===== src/rtl/mem_arbiter.sv =====
// mem_arbiter: shares one single-port memory between the core port (c_*) and the debug/loader port (d_*)
// Ports: clk/resetn (async active-low); c_*/d_* requester ports (req held until ack, one-cycle ack,
// rdata valid with ack); m_* memory strobe/write/address/data out, m_rdata in (valid cycle after m_en);
// busy high whenever the FSM is not idle.
// Config: define MEM_ARB_DEBUG_PRIO_EN for fixed debug-over-core priority; default is round-robin.
module mem_arbiter #(
  parameter int ADDR_W = 32,
  parameter int DATA_W = 32
) (
  input  logic              clk,
  input  logic              resetn,
  input  logic              c_req,
  input  logic              c_we,
  input  logic [ADDR_W-1:0] c_addr,
  input  logic [DATA_W-1:0] c_wdata,
  output logic [DATA_W-1:0] c_rdata,
  output logic              c_ack,
  input  logic              d_req,
  input  logic              d_we,
  input  logic [ADDR_W-1:0] d_addr,
  input  logic [DATA_W-1:0] d_wdata,
  output logic [DATA_W-1:0] d_rdata,
  output logic              d_ack,
  output logic              m_en,
  output logic              m_we,
  output logic [ADDR_W-1:0] m_addr,
  output logic [DATA_W-1:0] m_wdata,
  input  logic [DATA_W-1:0] m_rdata,
  output logic              busy
);
  typedef enum logic [1:0] {IDLE, ACCESS, RESP, DONE} stateT;
  stateT state;
  logic gntD;
  logic gntWe;
  logic pickD;
`ifdef MEM_ARB_DEBUG_PRIO_EN
  assign pickD = d_req;
`else
  // lastGnt = 1 means debug was served last, so the core wins the next tie
  logic lastGnt;
  assign pickD = d_req & (~c_req | ~lastGnt);
  always_ff @(posedge clk or negedge resetn)
    if (!resetn) lastGnt <= 1'b1;
    else if (state == IDLE && (c_req || d_req)) lastGnt <= pickD;
`endif
  assign busy = state != IDLE;
  always_ff @(posedge clk or negedge resetn) begin
    if (!resetn) begin
      state   <= IDLE;
      gntD    <= 1'b0;
      gntWe   <= 1'b0;
      m_en    <= 1'b0;
      m_we    <= 1'b0;
      m_addr  <= '0;
      m_wdata <= '0;
      c_ack   <= 1'b0;
      d_ack   <= 1'b0;
      c_rdata <= '0;
      d_rdata <= '0;
    end else begin
      case (state)
        IDLE: if (c_req || d_req) begin
          m_en    <= 1'b1;
          m_we    <= pickD ? d_we : c_we;
          m_addr  <= pickD ? d_addr : c_addr;
          m_wdata <= pickD ? d_wdata : c_wdata;
          gntD    <= pickD;
          gntWe   <= pickD ? d_we : c_we;
          state   <= ACCESS;
        end
        ACCESS: begin
          m_en  <= 1'b0;
          m_we  <= 1'b0;
          state <= RESP;
        end
        RESP: begin
          // writes still ack but leave the port's rdata untouched
          if (!gntWe && gntD) d_rdata <= m_rdata;
          if (!gntWe && !gntD) c_rdata <= m_rdata;
          c_ack <= ~gntD;
          d_ack <= gntD;
          state <= DONE;
        end
        default: begin
          c_ack <= 1'b0;
          d_ack <= 1'b0;
          state <= IDLE;
        end
      endcase
    end
  end
endmodule


===== config.mk =====
export PLATFORM = sky130hd
export DESIGN_NAME = mem_arbiter
export DESIGN_NICKNAME = d
export VERILOG_FILES = /design/src/rtl/mem_arbiter.sv
export SDC_FILE = /design/constraint.sdc
export NUM_CORES = 1
export LEC_CHECK = 0
export CORE_MARGIN = 2
export CORE_UTILIZATION = 40
export DETAILED_ROUTE_END_ITERATION = 8
export GPL_TIMING_DRIVEN = 0
export PLACE_DENSITY = 0.81
export SKIP_LAST_GASP = 1
export SLEW_MARGIN = 20
export SYNTH_ARGS = -nofsm -noshare
export SYNTH_HDL_FRONTEND = slang
export SYNTH_SLANG_ARGS = --single-unit

===== constraint.sdc =====
create_clock -name clk -period 1.8 [get_ports clk]
set_input_delay 0.36 -clock clk [delete_from_list [all_inputs] [get_ports clk]]
set_output_delay 0.36 -clock clk [all_outputs]
set_load 0.01 [all_outputs]

==> results.md <==
* Outcome: completed
* Worst r2r src: state[0]
* Tot Pwr at 16.7 mW
* Nets at 950
* Hold Path Class: in -> reg
* Top-area cell type share of the netlist area at 59.2%
* Top cells by area, synth: dfrtp_1, mux2_2, mux2i_1
* CP cell instances: clkdlybuf4s50_1
* Leak Pwr at 4.33 nW
* R2r worst-path depth at 6
* Peak supply drop at 0.621 mV
* Hold Path Depth at 2
* Residual DRC count at 0
* Wire per inst at 17.2 um
* Pre-CTS setup slack at -0.673 ns
* Cell Area, Synth at 5750 um2
* Hpwl dp at 13000 um
* Met2 usage at 39.1%
* Yosys warning total at 0
* Critical path class: reg -> out
* Vias in the first global route at 4932
* Logic pwr share at 46.4%
* Max-slew violations at 0
* Worst Path Arrival at 1.36 ns
* Final instance count without filler cells at 973
* ANT cells at 0
* Max Fclk at 0.580 GHz
* Gr usage total at 21.9%
* Die area at 15300 um2
* Hold path endpoint: lastGnt
* Design Area, Final at 9680 um2
* Buf/Inv on CP at 1
* Slew HR at 68.4%
* Cell Pwr Density at 1730 nW/um2
* Die X at 124 um
* Synth-to-layout area growth at 68.5%
* Final worst slack at 0.0753 ns
* Layout cells sized above 1 at 16.5%
* Internal at 11.3 mW
* Mapped Cells at 455
* Net Switching at 5.39 mW
* Seq/Total Area, Yosys at 59.7%
* Delay of the slowest critical-path stage at 0.56 ns
* Worst setup EP type: primary output
* Final hold slack at 0.309 ns
* Slew @ Worst Pin at 0.474 ns
* DIE HEIGHT at 124 um
* Reg-to-Reg End: c_rdata[6]
* Drt initial violations at 246
* Distinct cells, synth at 25
* Post-synthesis register bit count at 137
* Initial core utilization at 41.2%
* Inserted Clock Buffers at 17
* Top-count cell post-synth: dfrtp_1
* Clock sinks at 137
* GR Util met3 at 6.14%
* Worst hold start: c_req
* Flop pwr share at 33.0%
* Crit path time final at 1.72 ns
* Setup TNS at 0 ns
* Synth area leader: dfrtp_1
* Clk pin slew, worst setup/hold paths at 0.05 ns
* CTS tree: yes
* I/O Buffers at 298
* Number of antenna violations at the first check in global routing at 0
* # Max-Cap Violations at 0
* Worst path slowest cell: clkdlybuf4s50_1
* Row count at 43
* Worst R2R Setup Slack at 0.08 ns
* Delay-heaviest family, CP: buffers and inverters
* Final core occ at 69.5%
* Startpoint types: flop
* Global-route wire length before repair at 25100 um
* Pin count of the biggest net entering global routing at 94
* Skew final at 0.00710 ns
* Ys async rst share at 100%
* Drt pass-1 iters at 4
* CP Data Required Time at 1.44 ns
* Worst-skew pair later-pin latency at 0.41 ns
* GRT busiest layer: met2
* Sw frac at 32.2%
* Final Cycle Share at 95.8%
* RSZ-0062 raised after global routing: yes
* Placed Cells at 934
* Number of I/O pins at 299
* Grt ovf at 0
* Hold Fails Final Rpt at 0
* Post-Syn Nets at 624
* EDFF count, synth at 0
* Routed WL at 16700 um
* H-tree Lvls at 4
* Synth Flop Type: dfrtp_1
* Root Driver: clkbuf_16
* Final setup vio count at 0
* Avg Vias per Cell at 4.88
* Post-Syn Area per Cell at 12.6 um2
* Routability-driven placement congestion ratio at 0.814
* Clock Power Share at 20.7%
* Grt met1 use at 24.4%
* Clock Path Buffers at 2
* Top post-synthesis cells by count: dfrtp_1, nand2_1, mux2i_1, mux2_2, o21ai_1
* Via count at 4744
* Final ANT Viol Nets at 0
* Post-DP Area at 8990 um2
* Core area at 13900 um2
* Worst-path maximum fanout at 2
area by class of cell:
class	count	area (um2)
buffer	29	194
clock buffer	22	464
clock inverter	9	123
fill	964	4250
inverter	5	18.8
multi-input combinational	284	2150
sequential	137	3430
tap	180	225
timing repair buffer	307	3080
flip-flops by register name (all words and copies together), names as in the netlist:
name / count
c_ack: 1
c_rdata: 32
d_ack: 1
d_rdata: 32
gntD: 1
gntWe: 1
lastGnt: 1
m_addr: 32
m_en: 1
m_wdata: 32
m_we: 1
state: 2
cell families after synthesis:
family                     share of synthesized area [%]
AOI/OAI and AO/OA                                   7.14
adders and majority gates                          0.653
buffers and inverters                               3.48
DFF                                                 59.7
muxes                                               24.1
and+or+nand+nor                                     4.97
layer usage:
| metal | up-vias | wire length [um] |
|---|---|---|
| li1 | 2236 | - |
| met1 | 2278 | 6240 |
| met2 | 202 | 8850 |
| met3 | 28 | 1230 |
| met4 | 0 | 376 |
| met5 | - | 0 |
power by group through the flow:
| stage | clock, mW | sequential [mW] | combinational (mW) |
|---|---|---|---|
| floorplan | 0 | 6.13 | 2.63 |
| global placement | 0 | 5.45 | 7.43 |
| detailed placement | 0 | 5.55 | 7.62 |
| CTS | 3.50 | 5.52 | 7.77 |
| global route | 3.66 | 5.69 | 8.39 |
| finish | 3.46 | 5.51 | 7.75 |
worst max path at each step:
stage	start	slack (ns)	end	depth (start not counted)
floorplan	state[0]	0.15	c_rdata[10]	6
global placement	resetn	-4.73	m_wdata[20]	1
detailed placement	c_req	-0.67	m_wdata[2]	6
CTS	c_req	-0.04	m_wdata[31]	6
global route	state[0]	-0.009	c_rdata[12]	6
finish	m_addr[31]	0.08	m_addr[31]	1
timing repair:
item	CTS	global route
gates resized for setup	11	7
setup endpoints to repair	98	101
hold buffers	1	0
setup buffers	2	5
hold endpoints to repair	44	0
pin swaps	1	1
placed cells by master, fill, tap and decap left out, types with 2 or more instances in the layout:
cell type / count
clkdlybuf4s50_1: 294
buf_2: 11
bufinv_16: 3
mux2i_1: 64
buf_6: 7
dfrtp_1: 136
mux2_2: 63
buf_4: 11
clkbuf_8: 2
clkbuf_16: 17
clkinv_2: 5
o21ai_1: 39
o21ai_0: 33
inv_2: 2
ha_1: 2
o31ai_1: 2
clkbuf_1: 9
mux2_1: 2
dlymetal6s2s_1: 2
inv_1: 3
nand2_1: 67
Note: power is estimated with default switching activity, not from simulation.
